`config.mk`:
```
export PLATFORM = sky130hd
export DESIGN_NAME = tone_cmd_fifo
export DESIGN_NICKNAME = d
export VERILOG_FILES = /design/src/rtl/tone_cmd_fifo.sv
export SDC_FILE = /design/constraint.sdc
export NUM_CORES = 1
export LEC_CHECK = 0
export CAP_MARGIN = 20
export CORE_ASPECT_RATIO = 1.1
export CORE_MARGIN = 4
export CORE_UTILIZATION = 45
export CTS_BUF_LIST = sky130_fd_sc_hd__clkbuf_8 sky130_fd_sc_hd__clkbuf_16
export CTS_CLUSTER_DIAMETER = 40
export DETAILED_ROUTE_END_ITERATION = 12
export PLACE_DENSITY_LB_ADDON = 0.3
export SLEW_MARGIN = 15
export SYNTH_ARGS = -nofsm -noshare
export SYNTH_HDL_FRONTEND = slang
export SYNTH_SLANG_ARGS = --single-unit
```
`constraint.sdc`:
```
create_clock -name clk_clk -period 11 [get_ports clk_clk]
set_input_delay 1.65 -clock clk_clk [delete_from_list [all_inputs] [get_ports clk_clk]]
set_output_delay 1.65 -clock clk_clk [all_outputs]
set_load 0.03 [all_outputs]
```
`src/rtl/tone_cmd_fifo.sv`:
```
// tone_cmd_fifo
// Buffers tone words from the Nios tone PIO and dispatches each one to a
// synthesiser voice selected by the word's top CH_W bits.
//
// Parameters:
//   DATA_W   tone word width (voice index lives in the top CH_W bits)
//   VOICES   number of voice channels, 1..16
//   DEPTH    FIFO entries, power of two, >= 2
//   AF_LEVEL almost-full threshold, 1..DEPTH
//
// Ports:
//   clk_clk      system clock
//   reset_reset  asynchronous reset, active-high
//   ld_fifo      load strobe level; a push happens on its rising edge
//   tone         tone word captured with the push
//   voice_valid  one-hot valid toward the selected voice
//   voice_data   presented word (full width, index field included)
//   voice_ready  per-voice accept
//   fifo_full    FIFO count == DEPTH
//   fifo_afull   FIFO count >= AF_LEVEL
//   fifo_empty   FIFO count == 0 and nothing presented
//   ovf          sticky overflow flag, set on a dropped push
//   ovf_clr      synchronous clear for ovf (and ovf_count)
//   bad_voice    one-cycle pulse when a word with an out-of-range index
//                is discarded
//   ovf_count    16-bit saturating drop counter, present only when the
//                macro TONE_FIFO_OVF_CNT_EN is defined
//
// Output stage FSM:
//   state   | meaning
//   IDLE    | no word presented, voice_valid = 0
//   PRESENT | word held in voice_data, valid on its voice until accepted

module tone_cmd_fifo #(
  parameter int DATA_W   = 32,
  parameter int VOICES   = 4,
  parameter int DEPTH    = 16,
  parameter int AF_LEVEL = 12
) (
  input  logic              clk_clk,
  input  logic              reset_reset,
  input  logic              ld_fifo,
  input  logic [DATA_W-1:0] tone,
  output logic [VOICES-1:0] voice_valid,
  output logic [DATA_W-1:0] voice_data,
  input  logic [VOICES-1:0] voice_ready,
  output logic              fifo_full,
  output logic              fifo_afull,
  output logic              fifo_empty,
  output logic              ovf,
  input  logic              ovf_clr,
  output logic              bad_voice
`ifdef TONE_FIFO_OVF_CNT_EN
  ,
  output logic [15:0]       ovf_count
`endif
);

  localparam int CH_W = (VOICES > 1) ? $clog2(VOICES) : 1;
  localparam int AW   = $clog2(DEPTH);

  localparam logic [AW:0] DEPTH_C = (AW+1)'(DEPTH);
  localparam logic [AW:0] AF_C    = (AW+1)'(AF_LEVEL);
  localparam logic [4:0]  VOICES_C = 5'(VOICES);

  typedef enum logic {
    IDLE    = 1'b0,
    PRESENT = 1'b1
  } state_t;

  state_t state, state_nx;

  logic              ld_q;
  logic              push_req;
  logic              push_acc;
  logic              drop;
  logic              pop;
  logic              load;
  logic              bad_pop;
  logic              xfer;
  logic              nonempty;

  logic [DATA_W-1:0] mem [DEPTH];
  logic [AW-1:0]     wr_ptr, rd_ptr;
  logic [AW:0]       count, count_nx;

  logic [DATA_W-1:0] head;
  logic [CH_W-1:0]   head_idx;
  logic [CH_W-1:0]   out_idx;
  logic              head_bad;

  assign push_req = ld_fifo & ~ld_q;
  assign nonempty = (count != '0);
  assign head     = mem[rd_ptr];
  assign head_idx = head[DATA_W-1 -: CH_W];
  assign out_idx  = voice_data[DATA_W-1 -: CH_W];
  assign head_bad = (5'(head_idx) >= VOICES_C);

  always_comb begin
    voice_valid = '0;
    for (int i = 0; i < VOICES; i++) begin
      voice_valid[i] = (state == PRESENT) && (5'(out_idx) == 5'(i));
    end
  end

  // Only the selected voice's ready matters since voice_valid is one-hot.
  assign xfer = (state == PRESENT) && |(voice_ready & voice_valid);

  always_comb begin
    state_nx = state;
    pop      = 1'b0;
    load     = 1'b0;
    bad_pop  = 1'b0;
    case (state)
      IDLE: begin
        if (nonempty) begin
          pop = 1'b1;
          if (head_bad) begin
            bad_pop = 1'b1;
          end else begin
            load     = 1'b1;
            state_nx = PRESENT;
          end
        end
      end
      PRESENT: begin
        if (xfer) begin
          if (nonempty) begin
            pop = 1'b1;
            if (head_bad) begin
              bad_pop  = 1'b1;
              state_nx = IDLE;
            end else begin
              load = 1'b1;
            end
          end else begin
            state_nx = IDLE;
          end
        end
      end
      default: state_nx = IDLE;
    endcase
  end

  // A pop in the same cycle frees the slot, so a full FIFO can still accept.
  assign push_acc = push_req && ((count != DEPTH_C) || pop);
  assign drop     = push_req && !push_acc;
  assign count_nx = count + {{AW{1'b0}}, push_acc} - {{AW{1'b0}}, pop};

  always_ff @(posedge clk_clk or posedge reset_reset) begin
    if (reset_reset) begin
      state <= IDLE;
    end else begin
      state <= state_nx;
    end
  end

  always_ff @(posedge clk_clk) begin
    if (push_acc) begin
      mem[wr_ptr] <= tone;
    end
  end

  always_ff @(posedge clk_clk or posedge reset_reset) begin
    if (reset_reset) begin
      ld_q       <= 1'b1;
      wr_ptr     <= '0;
      rd_ptr     <= '0;
      count      <= '0;
      fifo_full  <= 1'b0;
      fifo_afull <= 1'b0;
      fifo_empty <= 1'b1;
      ovf        <= 1'b0;
      bad_voice  <= 1'b0;
      voice_data <= '0;
    end else begin
      ld_q       <= ld_fifo;
      count      <= count_nx;
      fifo_full  <= (count_nx == DEPTH_C);
      fifo_afull <= (count_nx >= AF_C);
      fifo_empty <= (count_nx == '0) && (state_nx == IDLE);
      bad_voice  <= bad_pop;
      if (push_acc) begin
        wr_ptr <= wr_ptr + 1'b1;
      end
      if (pop) begin
        rd_ptr <= rd_ptr + 1'b1;
      end
      if (load) begin
        voice_data <= head;
      end
      if (drop) begin
        ovf <= 1'b1;
      end else if (ovf_clr) begin
        ovf <= 1'b0;
      end
    end
  end

`ifdef TONE_FIFO_OVF_CNT_EN
  always_ff @(posedge clk_clk or posedge reset_reset) begin
    if (reset_reset) begin
      ovf_count <= '0;
    end else if (ovf_clr) begin
      ovf_count <= drop ? 16'd1 : 16'd0;
    end else if (drop && (ovf_count != 16'hFFFF)) begin
      ovf_count <= ovf_count + 16'd1;
    end
  end
`endif

endmodule

```
==> summary.md <==
| Metric | Value |
|---|---|
| Status | `finished, final reports clean` |
| Reg2Reg Capture Point | `fifo_full` |
| Period utilization | `between 40% and 50%` |
| RSZ-0062 raised after global routing | `false` |
| Mapped cell area | `21,800 um^2` |
| Final Critical Period | `around 4.8 ns` |
| XOR/XNOR share of the synthesized area | `0.362%` |
| Met1 Track Usage GR | `24.7%` |
| Post-synthesis mux area share | `16.4%` |
| Root buffer cell | `clkbuf_16` |
| Launching point of the worst reg2reg path | `count[3]` |
| Synthesized instance count | `971` |
| Cell area after layout | `25,600 um^2` |
| Hold_sp | `voice_data[18]` |
| Area grow syn2layout | `17.9%` |
| GPL Wtd Cong | `0.710` |
| Die area | `51,900 um^2` |
| Setup violators final | `0` |
| Die X | `218 um` |
| Top cell type's share of synthesized area | `between 70 and 80%` |
| Worst path bufs/invs | `2` |
| Adder-Cell Fraction of Synth Area | `less than 1%` |
| FMAX | `210 MHz` |
| Critical-path top delay cell | `o21ai_2` |
| Slowest stage delay, CP | `approximately 0.84 ns` |
| Core area | `47,800 um^2` |
| Synth Area per Inst | `22.4 um^2` |
| Total design power | `a little under 7 mW` |
| Final Max Slew Viols | `0` |
| Post-CTS sizing | `0` |
| Placed cell areas | `~23,000 um^2` |
| Hold depth | `2` |
| WHS Endpoint | `voice_data[18]` |
| DRC violations left | `0` |
| Worst path arrival time | `about 5.2 ns` |
| First-pass GRT wire length | `roughly 68,000 um` |
| Worst-path fanout max | `13` |
| Met2 Use GR | `28.1%` |
| Top post-synthesis cells by area | `edfxtp_1 71%, mux4_2 13%, dfrtp_1 5.6%, mux2i_1 2.9%, o221ai_2 2.0%` |
| Max-cap check violation count | `0` |
| Crit start category | `input port` |
| Total track usage | `17.4%` |
| CTS Buf Count | `66` |
| IO Pins | `81` |
| Yosys Warn Count | `0` |
| Drt first pass iters | `7` |
| Leak | `8.49 nW` |
| FF+latch count, synth | `563` |
| Post-synth EDFFs | `512` |
| Clock Latency Late Sink | `approximately 0.58 ns` |
| P per Cell Area | `267 nW/um^2` |
| Asr flop ratio synth | `9.06%` |
| Clock-pin transition on the worst setup and hold timing paths | `0.06 ns` |
| Area leader, netlist | `edfxtp_1` |
| R2r setup slk | `between 7 and 8 ns` |
| Vias post-DR | `9,942` |
| GRT met3 Usage | `3.42%` |
| Vias/cell | `5.56` |
| Synthesized netlist net count | `roughly 1,000` |
| Congestion Overflow GR | `0` |
| Clock sink total | `563` |
| CP Class | `in -> reg` |
| Starting Density | `45.5%` |
| VDD IR-drop max | `between 0.1 and 0.15 mV` |
| Max Clock Skew | `0.0171 ns` |
| Final ANT Viol Nets | `0` |
| Worst-Margin Slew | `between 1 and 1.5 ns` |
| Initial antenna violation count | `2` |
| Worst setup margin | `6.24 ns` |
| Wirelength, routed | `44,400 um` |
| Hold_buf cts | `0` |
| Rel. slew slack | `about 27%` |
| Post-DP HPWL | `23,200 um` |
| Fillers | `3,634` |
| Placement Setup Slack | `between 5 and 6 ns` |
| Row cnt | `84` |
| Die Span Y | `239 um` |
| Layout cells sized above 1 | `27.9%` |
| Seq/Total Area, Yosys | `76.6%` |
| Largest net degree at the start of global routing | `68` |
| WP data required | `11.48 ns` |
| Simple logic cell fraction of the synthesized area | `1.86%` |
| Avg WL per Cell | `24.8 um` |
| Final Hold Viols | `0` |
| Most common cell in the synthesized netlist | `edfxtp_1` |
| Worst reg2reg path depth | `12` |
| Distinct cell type count after synthesis | `46` |
| H-tree depth | `3` |
| Crit. End Element | `flop` |
| Post CTS Setup Buffer Count | `0` |
| Ys flop type | `edfxtp_1` |
| Number of DRC markers in iteration 0 | `about 850` |
| HP Class | `reg -> reg` |
| Final nets | `1,146` |
| Vias in the first global route | `10,600` |
| GR peak layer | `met2` |
| Synth top cells by count | `512 x edfxtp_1, 128 x mux4_2, 64 x mux2i_1, 49 x dfrtp_1, 41 x nand2_1` |
| Largest family of logic cells by synthesized area | `multiplexers` |
| CP top delay family | `compound AO/OA/AOI/OAI gates` |
| PortBufs | `79` |
| CTS Buffer Depth | `3` |
| Synth Area in Compound Gates | `2.59%` |
| CP Cell Sequence | `clkdlybuf4s50_1 -> mux2_4 -> o22a_1 -> o21ai_2 -> inv_2 -> ha_1 -> fa_1 -> a21oi_1 -> o21bai_1 -> xnor2_1 -> nor3b_1` |
| Setup total negative slack | `0 ns` |
| TritonCTS clock tree | `done` |
| Diode count | `0` |
## where the power goes
| part | internal, mW | switching [mW] | leakage, nW |
|---|---|---|---|
| Sequential | 2.54 | 0.215 | 5.22 |
| Combinational | 0.899 | 1.01 | 2.12 |
| Clock | 1.35 | 0.855 | 1.15 |
## cell type report
class	count	area, um^2	share of cell area [%]
timing repair buffer	107	1000	3.90
sequential	563	16700	65.0
multi-input combinational	342	4870	19.0
inverter	14	52.6	0.205
clock buffer	72	1760	6.85
tap	645	807	3.15
clock inverter	46	495	1.93
## registers in the layout, summed over array words and instances (netlist names)
signal      flops
mem           512
ld_q            1
ovf             1
wr_ptr          4
rd_ptr          4
fifo_full       1
voice_data     32
fifo_empty      1
state           1
count           5
fifo_afull      1
## logic make-up (layout without fill, tap and decap cells)
| family | after synthesis | count (layout) |
|---|---|---|
| compound gates | 44 | 44 |
| simple gates | 80 | 80 |
| fa+ha+maj | 12 | 12 |
| buf+inv | 66 | 239 |
| other cells | 1 | 1 |
| xor+xnor | 9 | 9 |
| mux | 196 | 196 |
| flops | 563 | 563 |
## worst reg2reg max path, cell delays in order, from the launching register on
cell,delay (ns)
dfrtp_1,0.39
inv_1,0.08
ha_1,0.21
nor4bb_1,0.49
inv_1,0.14
o21ai_2,0.81
inv_2,0.20
ha_1,0.31
fa_1,0.44
a21oi_1,0.16
o21bai_1,0.10
xnor2_1,0.31
nor3b_1,0.26
## how the worst max path moves through the flow
stage                     slack (ns)            from  depth (start not counted)    endpoint
after floorplan                 4.83  voice_ready[1]                          5   mem[2][0]
after global placement          5.78  voice_ready[1]                         10  fifo_empty
after detailed placement        5.72  voice_ready[1]                         11   fifo_full
after CTS                       6.27  voice_ready[0]                         11   fifo_full
after global routing            6.07  voice_ready[0]                         11   fifo_full
final                           6.24  voice_ready[0]                         11   fifo_full
## stage by stage
stage                     std cells  hold WS, ns  utilization [%]
after global routing           1789        0.522             53.6
final                          1789        0.483             53.6
after global placement         1671        0.477             48.9
after floorplan                 971        0.509                -
after detailed placement       1671        0.475             48.9
after CTS                      1789        0.491             53.6
## layout by cell type, fill, tap and decap left out, drive strengths merged, types with 2 or more instances in the layout
master / synthesis / layout
edfxtp: 512 / 512
mux4: 128 / 128
clkdlybuf4s50: 0 / 79
clkbuf: 23 / 72
mux2i: 64 / 64
dfrtp: 49 / 49
nand2: 41 / 41
o221ai: 33 / 33
inv: 14 / 31
buf: 29 / 28
clkinv: 0 / 19
ha: 11 / 11
bufinv: 0 / 8
nor2: 8 / 8
xor2: 7 / 7
nand3: 6 / 6
nor4b: 5 / 5
a21oi: 4 / 4
nor3: 4 / 4
and4b: 4 / 4
mux2: 4 / 4
nand2b: 2 / 2
and3: 2 / 2
xnor2: 2 / 2
a21o: 2 / 2
clkinvlp: 0 / 2
dfstp: 2 / 2
## metal layers
layer  vias to the layer above  part of all wire, %
li1                       4313                    -
met1                      5300                   44
met2                       264                   49
met3                        61                  5.4
met4                         4                  1.6
met5                         -                0.050
Power figures use the tool's default switching activity.
